<file path="config.mk">
export PLATFORM = sky130hd
export DESIGN_NAME = park_space_tracker
export DESIGN_NICKNAME = d
export VERILOG_FILES = /design/src/rtl/park_pkg.sv /design/src/rtl/park_space_decoder.sv /design/src/rtl/park_space_tracker.sv
export SDC_FILE = /design/constraint.sdc
export NUM_CORES = 1
export LEC_CHECK = 0
export CORE_AREA = 2 2 60 48
export DETAILED_ROUTE_END_ITERATION = 8
export DIE_AREA = 0 0 62 50
export PLACE_DENSITY = 0.83
export SLEW_MARGIN = 20
export SYNTH_ARGS = -nofsm -noshare
export SYNTH_HDL_FRONTEND = slang
export SYNTH_SLANG_ARGS = --single-unit
</file>
<file path="constraint.sdc">
create_clock -name clk -period 4.5 [get_ports clk]
set_clock_uncertainty 0.2 [all_clocks]
set_input_delay 0.9 -clock clk [delete_from_list [all_inputs] [get_ports clk]]
set_output_delay 0.9 -clock clk [all_outputs]
set_load 0.03 [all_outputs]
</file>
<file path="src/rtl/park_pkg.sv">
// Shared constants, op encodings and FSM state type for the parking-lot
// occupancy tracker and its space decoder.
package park_pkg;

  localparam int NUM_SPACES = 8;
  localparam int SPACE_W    = 3;
  localparam int CNT_W      = 4;

  localparam logic OP_ENTER = 1'b0;
  localparam logic OP_EXIT  = 1'b1;

  typedef enum logic [1:0] {
    S_IDLE  = 2'd0,
    S_APPLY = 2'd1,
    S_RESP  = 2'd2
  } state_t;

endpackage

</file>
<file path="src/rtl/park_space_decoder.sv">
// Space number to one-hot mask decoder; inverse of the park-space encoder.
// o_valid is high only for space numbers that name a real space.
module park_space_decoder
  import park_pkg::*;
#(
  parameter int N_SPACES = NUM_SPACES,
  parameter int S_W      = SPACE_W
) (
  input  logic [S_W-1:0]      i_space,
  output logic [N_SPACES-1:0] o_mask,
  output logic                o_valid
);

  // Out-of-range numbers match no bit, so validity falls out of the mask.
  for (genvar i = 0; i < N_SPACES; i++) begin : g_bit
    assign o_mask[i] = (i_space == S_W'(i));
  end

  assign o_valid = |o_mask;

endmodule

</file>
<file path="src/rtl/park_space_tracker.sv">
// Authoritative lot occupancy: applies enter/exit requests to a registered
// one-hot occupancy vector and keeps a registered free-space count.
module park_space_tracker
  import park_pkg::*;
(
  input  logic                  clk,
  input  logic                  reset,
  input  logic                  enable,
  input  logic                  clear,
  input  logic                  req_valid,
  input  logic                  req_op,
  input  logic [SPACE_W-1:0]    req_space,
  output logic                  req_ready,
  output logic                  resp_valid,
  output logic                  resp_ok,
  output logic [NUM_SPACES-1:0] occupancy,
  output logic [CNT_W-1:0]      free_count,
  output logic                  full,
  output logic                  empty
);

  state_t                r_state;
  state_t                w_next_state;
  logic                  r_op;
  logic [SPACE_W-1:0]    r_space;
  logic                  r_en;
  logic                  r_ok;
  logic [NUM_SPACES-1:0] r_occupancy;
  logic [CNT_W-1:0]      r_free_count;
  logic                  r_full;
  logic                  r_empty;

  logic [NUM_SPACES-1:0] w_mask;
  logic                  w_in_range;
  logic                  w_hit;
  logic                  w_ok;
  logic [CNT_W-1:0]      w_next_count;

  park_space_decoder u_decoder (
    .i_space (r_space),
    .o_mask  (w_mask),
    .o_valid (w_in_range)
  );

  assign w_hit        = |(r_occupancy & w_mask);
  assign w_ok         = r_en & w_in_range & ((r_op == OP_ENTER) ? ~w_hit : w_hit);
  assign w_next_count = (r_op == OP_ENTER) ? r_free_count - CNT_W'(1)
                                           : r_free_count + CNT_W'(1);

  always_ff @(posedge clk) begin
    if (reset) r_state <= S_IDLE;
    else       r_state <= w_next_state;
  end

  // NOTE: every output of this block gets a default before the case so no
  // path leaves a signal unassigned, which would otherwise infer a latch.
  always_comb begin
    w_next_state = r_state;
    req_ready    = 1'b0;
    resp_valid   = 1'b0;
    resp_ok      = 1'b0;
    case (r_state)
      S_IDLE: begin
        req_ready = 1'b1;
        if (req_valid) w_next_state = S_APPLY;
      end
      S_APPLY: w_next_state = S_RESP;
      S_RESP: begin
        resp_valid   = 1'b1;
        resp_ok      = r_ok;
        w_next_state = S_IDLE;
      end
      default: w_next_state = S_IDLE;
    endcase
  end

  // NOTE: all sequential state uses non-blocking assignment so every register
  // samples pre-edge values regardless of statement order.
  always_ff @(posedge clk) begin
    if (reset) begin
      r_op         <= OP_ENTER;
      r_space      <= '0;
      r_en         <= 1'b0;
      r_ok         <= 1'b0;
      r_occupancy  <= '0;
      r_free_count <= CNT_W'(NUM_SPACES);
      r_full       <= 1'b0;
      r_empty      <= 1'b1;
    end else begin
      case (r_state)
        S_IDLE: begin
          if (req_valid) begin
            r_op    <= req_op;
            r_space <= req_space;
            r_en    <= enable;
          end else if (clear) begin
            r_occupancy  <= '0;
            r_free_count <= CNT_W'(NUM_SPACES);
            r_full       <= 1'b0;
            r_empty      <= 1'b1;
          end
        end
        S_APPLY: begin
          r_ok <= w_ok;
          // A rejected request leaves count and flags untouched, so the
          // count can never wrap.
          if (w_ok) begin
            r_occupancy  <= (r_op == OP_ENTER) ? (r_occupancy | w_mask)
                                               : (r_occupancy & ~w_mask);
            r_free_count <= w_next_count;
            r_full       <= (w_next_count == '0);
            r_empty      <= (w_next_count == CNT_W'(NUM_SPACES));
          end
        end
        default: ;
      endcase
    end
  end

  assign occupancy  = r_occupancy;
  assign free_count = r_free_count;
  assign full       = r_full;
  assign empty      = r_empty;

  a_count_matches: assert property (@(posedge clk) disable iff (reset)
    int'(r_free_count) == NUM_SPACES - $countones(r_occupancy));

endmodule

</file>
# ---- Word-level counts from Yosys, hierarchy flattened
# Index checks and enable logic that the tools add are counted.
dict set report word_totals {
  register_bits 22
  in_bits 9
  output_inout_bits 17
  word_cells 64
}
dict set report classes {
  add_sub_neg 2
  n_eq_ne 14
  mux 24
  bitwise_logic 7
  n_reduce_logical 8
}
# operator n
set op_table {}
lappend op_table {{$mux W8} 4}
lappend op_table {{$and A8 B8 Y8} 2}
lappend op_table {{$mux W4} 4}
lappend op_table {{$pmux W8 S2} 1}
lappend op_table {{$reduce_or A8 Y1} 2}
lappend op_table {{$eq A3 B3 Y1 const B} 4}
lappend op_table {{$mux W1} 10}
lappend op_table {{$ne A2 B2 Y1 const B} 4}
lappend op_table {{$not A8 Y8} 1}
lappend op_table {{$or A8 B8 Y8} 1}
lappend op_table {{$pmux W4 S2} 1}
lappend op_table {{$eq A3 B2 Y1 const B} 2}
lappend op_table {{$add A4 B1 Y4 const B} 1}
lappend op_table {{$eq A4 B4 Y1 const B} 1}
lappend op_table {{$logic_not A4 Y1} 1}
lappend op_table {{$pmux W1 S2} 2}
lappend op_table {{$pmux W2 S2} 1}
lappend op_table {{$reduce_and A4 Y1} 1}
lappend op_table {{$sub A4 B1 Y4 const B} 1}
lappend op_table {{$eq A3 B1 Y1 const B} 1}
lappend op_table {{$logic_not A3 Y1} 1}
lappend op_table {{$and A1 B1 Y1} 2}
lappend op_table {{$eq A2 B1 Y1 const B} 1}
lappend op_table {{$eq A2 B2 Y1 const B} 1}
lappend op_table {{5 further kinds} 5}

# ---- Longest topological paths before layout
# Gate-level depths: netlist of run 1.
dict set report logic_depth {
  depth_word 8
  mapped_depth 7
}

# ---- Cells and area by module
# A second synthesis of run 1 with hierarchy kept.
dict set report unflattened {
  hier_cells 134
  area_unflattened_um2 1172.4
}
# mod instances cells_each area_per_inst_um2 seq_area_each_um2
set modules_own_cells {}
lappend modules_own_cells {park_space_tracker 1 124 1096.1 440.4}
lappend modules_own_cells {park_space_decoder 1 10 76.3 0.0}

# ---- Least setup slack after synthesis of run 1
# OpenSTA, ideal clock, no wires.
dict set report synth_timing {
  path_kind {reg2out}
  startpoint {reg r_state[1]}
  endpoint {out resp_ok}
  t_arrival_ns 1.210
  setup_slack_ns 2.190
  path_stages_with_launch 3
  path_buffers 0
  cell_sequence {dfxtp_1 > nor2b_1 > and2_1}
}
dict set report synth_via {
  elab_chain_cells 2
}
# element line_no
set synth_lines {}
lappend synth_lines {{from (decl)} park_space_tracker.sv:22} ;# state_t r_state;
lappend synth_lines {{from (signal assigned)} park_space_tracker.sv:52} ;# else r_state <= w_next_state;
lappend synth_lines {{$eq A2 B2 Y1} park_space_tracker.sv:62} ;# case (r_state)
lappend synth_lines {{$mux W1} park_space_tracker.sv:62}
lappend synth_lines {{to (decl)} park_space_tracker.sv:15} ;# output logic resp_ok,
# No other way between the ends.

# ---- Final worst setup path of run 1
dict set report layout_timing {
  startpoint {reg r_space[0]}
  endpoint {reg r_occupancy[7], in the netlist occupancy[7]}
}
dict set report layout_via {
  elab_chain_cells 8
  word_cells_on_any_way 23
}
# element line_no
set layout_lines {}
lappend layout_lines {{from (decl)} park_space_tracker.sv:25} ;# logic [SPACE_W-1:0] r_space;
lappend layout_lines {{from (signal assigned)} park_space_tracker.sv:94} ;# r_space <= req_space;
lappend layout_lines {{$eq A3 B1 Y1, or another cell as far along} park_space_decoder.sv:16} ;# assign o_mask[i] = (i_space == S_W'(i));
lappend layout_lines {{$and A8 B8 Y8} park_space_tracker.sv:45} ;# assign w_hit = |(r_occupancy & w_mask);
lappend layout_lines {{$reduce_or A8 Y1} park_space_tracker.sv:45}
lappend layout_lines {{$not A1 Y1} park_space_tracker.sv:46} ;# assign w_ok = r_en & w_in_range & ((r_op == OP_ENTER) ? ~w_hit : w_hit);
lappend layout_lines {{$mux W1} park_space_tracker.sv:46}
lappend layout_lines {{$and A1 B1 Y1} park_space_tracker.sv:46}
lappend layout_lines {{$ne A2 B2 Y1 (no source line)} --}
lappend layout_lines {{$reduce_and A4 Y1 (no source line)} --}
lappend layout_lines {{to (signal assigned)} park_space_tracker.sv:108} ;# r_occupancy <= (r_op == OP_ENTER) ? (r_occupancy | w_mask)
lappend layout_lines {{to (decl)} park_space_tracker.sv:28} ;# logic [NUM_SPACES-1:0] r_occupancy;
# Several ways; a longest one is shown, not always the timed one. The select of a mux whose other input is x is not followed.
# A chain may end at the register's enable or synchronous reset.

==> implementation parameters, run 1 <==
Parameter                              Value

Outcome
  Status    complete, no violations

STA
  Number of pins with negative max-slew slack in the final report    0
  Headroom to the max-slew limit    approximately a third
  Maximum clock frequency    between 300 and 400 MHz
  Post-route minimum period    2.82 ns
  Worst-margin pin slew    slightly below 1 ns
  Total Negative Setup Slacks    0 ns
  Setup Viol. Count Final    0
  Post-route worst hold slack    roughly 0.3 ns
  Final critical-path share of the clock period    62.6%
  Final hold violation count    0
  Setup repair after global routing missed its margin    false

Layout
  Ant. Diodes    0
  Number of nets at the end of the flow    about 170
  Layout-stage area growth over the synthesis result    20.0%
  Share of layout cells above drive strength 1    12.2%

Synth
  Post-synthesis async set-or-reset flop share    0%
  Cell with the most instances after synthesis    sky130_fd_sc_hd__dfxtp_1
  Most instantiated cells after synthesis    22 x sky130_fd_sc_hd__dfxtp_1, 16 x sky130_fd_sc_hd__a21oi_1, 14 x sky130_fd_sc_hd__nor2_1, 10 x sky130_fd_sc_hd__a31oi_1
  Synth top area cells    sky130_fd_sc_hd__dfxtp_1 34%, sky130_fd_sc_hd__a211oi_2 7.8%, sky130_fd_sc_hd__a21oi_1 6.2%, sky130_fd_sc_hd__mux2i_1 6.2%, sky130_fd_sc_hd__a31oi_1 4.9%
  Post-Syn Area    1280 µm²
  Synthesized net count    150
  Mean instance size in the synthesized netlist    approximately 9.4 µm²
  Number of warnings printed during yosys synthesis    0
  Cell variety after synth    38
  Most frequently used flop master after synthesis    sky130_fd_sc_hd__dfxtp_1
  Post-synth EDFFs    0
  Number of flip-flops and latches in the synthesized netlist    22
  Leading area contributor after synthesis    sky130_fd_sc_hd__dfxtp_1
  Share of the synthesized area in the top cell type    34.3%
  Sequential element share of the synthesized area    roughly a third
  Cells after Synth    roughly 140

Critical path
  Worst EP arrival    2.83 ns
  Critical path start-end classification    reg -> reg
  Cell-by-cell trace of the critical path    mux2i_1, a22oi_2, a211oi_2, a31oi_1, a211oi_2
  Largest driver fanout on the critical path    22
  Sum of buffers and inverters on the critical path    0
  Worst endpoint required time    between 4 and 5 ns
  Top Family by Delay on Critical Path    compound AO/OA/AOI/OAI gates
  Most numerous cell on the critical path    sky130_fd_sc_hd__a211oi_2
  Setup crit start kind    register
  Critical path's largest stage delay    just over 0.8 ns
  CP endpoint kind    register
  Critical-path top delay cell    sky130_fd_sc_hd__dfxtp_1

Power and ir drop
  Leak    roughly 0.53 nW
  Switching power    about 0.10 mW
  Cell-internal power    about 0.26 mW
  Clk network pwr share    24.8%
  Part of the power in registers    ~58%
  Switching Share    28.6%
  Total power density per cell area    roughly 230 nW/µm²
  Combinational cell fraction of total power    between 15 and 20%
  Worst IR Drop VDD    ~190 µV

Placed design
  Final GP Congestion    0.804
  Port bufs    25
  Sum of net half-perimeters after detailed placement    1880 µm

Clocking
  Number of hold-repair buffers added at the cts stage    0
  Count of cells resized by post-cts repair    0
  TritonCTS clock tree    done
  Deepest level of the CTS H-tree    1
  Clock network latency to the later pin of the worst-skew pair    0.30 ns
  Total number of clock tree sinks    22
  Maximum root-to-sink buffer count    2
  Post-CTS Setup Inserts    0
  Master cell of the clock root buffer    sky130_fd_sc_hd__clkbuf_4
  Post-CTS clock slew at the launch and capture registers of the worst setup and hold paths    about 0.12 ns
  Cts bufs inserted    3

Flow run
  Total of max-cap violations    0

Routing
  Vias post-DR    1,099
  Average wire per standard cell    13.9 µm
  Aggregate routed wire length    around 2700 µm
  Number of nets with antenna violations after detailed routing    0
  Total DRC errors in the routed layout    0
  Via density per instance    between 5 and 6
  DRT Pass-1 Iters    4
  Initial detailed-routing violation count    41

Die
  Row Count    16
  Floorplan core area    ~2500 µm²
  Initial Utilization    slightly above 50%
  Overall die area    just over 3000 µm²
  Chip Width    between 60 and 70 µm
  Die H    roughly 50 µm
  Top Ports    26

GRT
  GRT Residual Overflow    0
  Wire length of the first global-routing pass    4440 µm
  Pin count of the biggest net entering global routing    25
  Vias in the first global route    roughly 940
  Initial antenna violation count    0
  GRT Overall Usage    between 10% and 20%

Hold path
  Hold Path Class    reg -> reg
==> through the flow <==
step | cell area [µm²] | power (mW) | worst slack [ns] | instances | util, %
after CTS | 1540 | 0.361 | 1.72 | 192 | 61.6
after detailed placement | 1520 | 0.275 | 1.61 | 189 | 60.7
after global placement | 1520 | 0.273 | 1.68 | 189 | 60.7
after floorplan | 1280 | 0.257 | 2.19 | 137 | -
final | 1540 | 0.360 | 1.68 | 192 | 61.6
after global routing | 1540 | 0.377 | 1.49 | 192 | 61.6
==> worst min-delay path, delay by kind of cell, from the launching register on <==
kind / cells / cell delay (ns)
compound gates: 1 / 0.07
flops: 1 / 0.33
simple gates: 1 / 0.06
==> cells in the final DEF (no fill, tap or decap), types with 2 or more instances in the layout <==
| cell type | instances |
|---|---|
| sky130_fd_sc_hd__a31oi_1 | 10 |
| sky130_fd_sc_hd__and2b_1 | 2 |
| sky130_fd_sc_hd__ha_1 | 3 |
| sky130_fd_sc_hd__nor2b_1 | 7 |
| sky130_fd_sc_hd__xnor2_1 | 2 |
| sky130_fd_sc_hd__clkbuf_4 | 3 |
| sky130_fd_sc_hd__nand3b_1 | 2 |
| sky130_fd_sc_hd__mux2i_1 | 8 |
| sky130_fd_sc_hd__nor2_1 | 14 |
| sky130_fd_sc_hd__a22oi_2 | 2 |
| sky130_fd_sc_hd__nand2_1 | 3 |
| sky130_fd_sc_hd__dfxtp_1 | 22 |
| sky130_fd_sc_hd__inv_1 | 4 |
| sky130_fd_sc_hd__clkdlybuf4s50_1 | 25 |
| sky130_fd_sc_hd__a211oi_2 | 8 |
| sky130_fd_sc_hd__nand4_1 | 4 |
| sky130_fd_sc_hd__a211o_1 | 3 |
| sky130_fd_sc_hd__and2_1 | 2 |
| sky130_fd_sc_hd__a21oi_1 | 16 |
==> sequential cells by signal, indices dropped and copies added (netlist names) <==
register / flops
full: 1
empty: 1
r_en: 1
occupancy: 8
free_count: 4
r_op: 1
r_space: 3
r_ok: 1
r_state: 2
==> worst paths after layout <==
| check | end | slack (ns) | start | cells past startpoint |
|---|---|---|---|---|
| worst max-delay path | occupancy[7]$_SDFFE_PP0P_ | 1.68 | r_space[0]$_SDFFE_PP0P_ | 5 |
| worst min-delay path | r_ok$_SDFFE_PP0P_ | 0.30 | r_ok$_SDFFE_PP0P_ | 2 |
| worst max register to register | occupancy[7]$_SDFFE_PP0P_ | 1.68 | r_space[0]$_SDFFE_PP0P_ | 5 |
| worst min register to register | r_ok$_SDFFE_PP0P_ | 0.30 | r_ok$_SDFFE_PP0P_ | 2 |
==> routing by layer <==
| layer | wire (µm) | vias up | track usage [%] | share of wire [%] |
|---|---|---|---|---|
| met1 | 1330 | 524 | 29.6 | 50 |
| met2 | 1180 | 28 | 27.1 | 44 |
| li1 | - | 545 | - | - |
| met3 | 142 | 2 | 4.72 | 5.3 |
| met5 | 0 | - | 0 | 0 |
| met4 | 21 | 0 | 5.32 | 0.79 |
==> layout make-up <==
type	count	area, µm²
fillers	202	961
multi-input cells	102	768
flip-flops and latches	22	440
repair buffers	25	250
well taps	36	45.0
clock buffers	3	22.5
inverters	4	15.0
==> power groups by stage <==
stage | logic [mW] | clock network [mW] | registers [mW]
finish | 0.0625 | 0.0893 | 0.208
CTS | 0.0624 | 0.0904 | 0.208
floorplan | 0.0461 | 0 | 0.210
global route | 0.0679 | 0.0998 | 0.210
detailed placement | 0.0620 | 0 | 0.213
global placement | 0.0605 | 0 | 0.212
==> cell families (layout without fill, tap and decap cells) <==
family / after synthesis / in the layout / share of synthesized area [%]
AOI/OAI and AO/OA: 46 / 46 / 27.9
xor gates and xnor gates: 3 / 3 / 2.05
adders and majority gates: 4 / 4 / 4.48
buffers and inverters: 13 / 32 / 5.94
DFF: 22 / 22 / 34.3
muxes: 8 / 8 / 6.23
and+or+nand+nor: 41 / 41 / 19.1
No activity file was read; power rests on OpenSTA's default activity.
==> run 2, diff against run 1 <==
CORE_AREA = 2 2 62 49   (was 2 2 60 48)
DIE_AREA = 0 0 64 51   (was 0 0 62 50)
PLACE_DENSITY = 0.79   (was 0.83)
clock period = 2.95 ns   (was 4.5 ns; I/O delays follow)
==> implementation parameters, run 2 (synthesized netlist as in run 1, its figures left out) <==
Parameter                              Value

STA
  Setup repair after global routing missed its margin    false
  PnR worst setup slack    0.508 ns (-1.17 ns)
  Worst-margin pin slew    0.555 ns (-0.437 ns)
  Post-route worst hold slack    0.301 ns (+0.00233 ns)
  Number of pins with negative max-slew slack in the final report    0 (unchanged)
  Maximum clock frequency    around 410 MHz
  Total Negative Setup Slacks    0 ns (unchanged)
  Final critical-path share of the clock period    between 80% and 90%
  Headroom to the max-slew limit    62.9% (+29 points)
  Setup Viol. Count Final    0 (unchanged)
  Final hold violation count    0 (unchanged)
  Post-route minimum period    2.44 ns

GRT
  Wire length of the first global-routing pass    4460 µm (+0.32%)
  Met1 GRT Util    23.4% (-6.2 points)
  Met2 global-route usage    28.6% (+1.6 points)
  Met3 layer usage reported by global route    2.86% (-1.9 points)
  Vias in the first global route    959 (+2.2%)
  Initial antenna violation count    0 (unchanged)
  Gr busiest metal    met2
  GRT Residual Overflow    0 (unchanged)
  GRT Overall Usage    17.4% (-2.1 points)
  Pin count of the biggest net entering global routing    16 (-36%)

Layout
  Core Util, Final    57.4% (-4.2 points)
  Leading cell types in the layout, fill and taps excluded    25 x sky130_fd_sc_hd__clkdlybuf4s50_1, 22 x sky130_fd_sc_hd__dfxtp_1, 16 x sky130_fd_sc_hd__a21oi_1, 14 x sky130_fd_sc_hd__nor2_1, 10 x sky130_fd_sc_hd__a31oi_1
  Number of flip-flops under the largest register name    8 (unchanged)
  Share of layout cells above drive strength 1    14.4% (+2.2 points)
  Layout-stage area growth over the synthesis result    22.5%
  Ant. Diodes    0 (unchanged)
  FILL cells    228 (+13%)
  Number of nets at the end of the flow    175 (+2.3%)
  Leading cell type in the layout, fill and taps excluded    sky130_fd_sc_hd__clkdlybuf4s50_1
  Final instance area    1570 µm² (+2.1%)
  Post-route non-filler standard cell count    198 (+3.1%)

Critical path
  CP endpoint kind    output port
  Largest driver fanout on the critical path    4 (-82%)
  Worst endpoint required time    2.16 ns (-2.36 ns)
  Critical-path top delay cell    sky130_fd_sc_hd__clkdlybuf4s50_1
  Setup crit start kind    register
  Critical path start-end classification    reg -> out
  Worst EP arrival    1.65 ns (-1.18 ns)
  Critical path's largest stage delay    0.66 ns (-0.17 ns)
  Cell-by-cell trace of the critical path    nor2b_1, and2_1, clkdlybuf4s50_1

Clocking
  Maximum root-to-sink buffer count    2 (unchanged)
  Cts bufs inserted    3 (unchanged)
  Number of hold-repair buffers added at the cts stage    0 (unchanged)
  Clock network latency to the later pin of the worst-skew pair    0.30 ns (about the same)
  Master cell of the clock root buffer    sky130_fd_sc_hd__clkbuf_4
  Total number of clock tree sinks    22 (unchanged)
  Count of cells resized by post-cts repair    0 (unchanged)
  TritonCTS clock tree    done
  Deepest level of the CTS H-tree    1 (unchanged)
  Post-CTS clock slew at the launch and capture registers of the worst setup and hold paths    0.11 ns (about the same)
  Post-CTS Setup Inserts    0 (unchanged)

Power and ir drop
  Leak    0.554 nW (+3.7%)
  Total power density per cell area    351 nW/µm² (+50%)
  Total power    0.552 mW (+53%)
  Worst IR Drop VDD    214 µV (+15%)

Routing
  DRT Pass-1 Iters    4 (unchanged)
  Average wire per standard cell    14.1 µm (+1.0%)
  Aggregate routed wire length    2780 µm (+4.2%)
  Number of nets with antenna violations after detailed routing    0 (unchanged)
  Via density per instance    5.63 (-1.6%)
  Vias post-DR    1,115 (+1.5%)
  Initial detailed-routing violation count    55 (+34%)
  Total DRC errors in the routed layout    0 (unchanged)

Placed design
  Port bufs    25 (unchanged)
  Cell area after placement    1550 µm² (+2.1%)
  Final GP Congestion    0.746 (-7.2%)
  Post-place setup slack    0.703 ns (-0.907 ns)
  Cell count after placement    195 (+3.2%)
  Sum of net half-perimeters after detailed placement    2060 µm (+9.5%)

Die
  Floorplan core area    2740 µm² (+9.6%)
  Top Ports    26 (unchanged)
  Initial Utilization    46.8% (-4.5 points)
  Overall die area    3260 µm² (+5.3%)
  Die H    51 µm (+2.0%)
  Chip Width    64 µm (+3.2%)
  Row Count    17 (+1)

Outcome
  Status    complete, no violations

Flow run
  Total of max-cap violations    0 (unchanged)

Hold path
  Hold Path Class    reg -> reg
run 2: changes by cell type in the layout (fill, tap and decap cells not counted), sizes merged:
cell,change
buf,+4
run 2: layout make-up:
| class | instances | area, µm² | area share [%] |
|---|---|---|---|
| Clock buffer | 3 | 22.5 | 1.43 |
| Tap cell | 38 | 47.5 | 3.02 |
| Multi-Input combinational cell | 102 | 768 | 48.8 |
| Sequential cell | 22 | 440 | 28.0 |
| Timing Repair Buffer | 29 | 280 | 17.8 |
| Inverter | 4 | 15.0 | 0.954 |
run 2: power breakdown:
group	switching, mW	leakage (nW)	internal [mW]
logic	0.0576	0.362	0.0436
registers	0.0119	0.179	0.304
clock network	0.0875	0.0138	0.0476
run 2: worst paths after layout:
path,depth (start not counted),slack [ns],startpoint,end
max reg2reg,5,0.66,r_space[0]$_SDFFE_PP0P_,free_count[1]$_SDFFE_PP0P_
max,3,0.51,r_state[1]$_SDFFE_PP0P_,resp_ok
min,2,0.30,r_ok$_SDFFE_PP0P_,r_ok$_SDFFE_PP0P_
min reg2reg,2,0.30,r_ok$_SDFFE_PP0P_,r_ok$_SDFFE_PP0P_
run 2: critical path: cells and delay by family, from the launching register on:
kind	cells	cell delay, ns
DFF	1	0.37
buffers and inverters	1	0.66
and+or+nand+nor	2	0.32
run 2: per-layer routing:
metal / up-vias / wire (µm)
li1: 553 / -
met4: 0 / 21
met1: 522 / 1260
met2: 38 / 1320
met3: 2 / 182
met5: - / 0
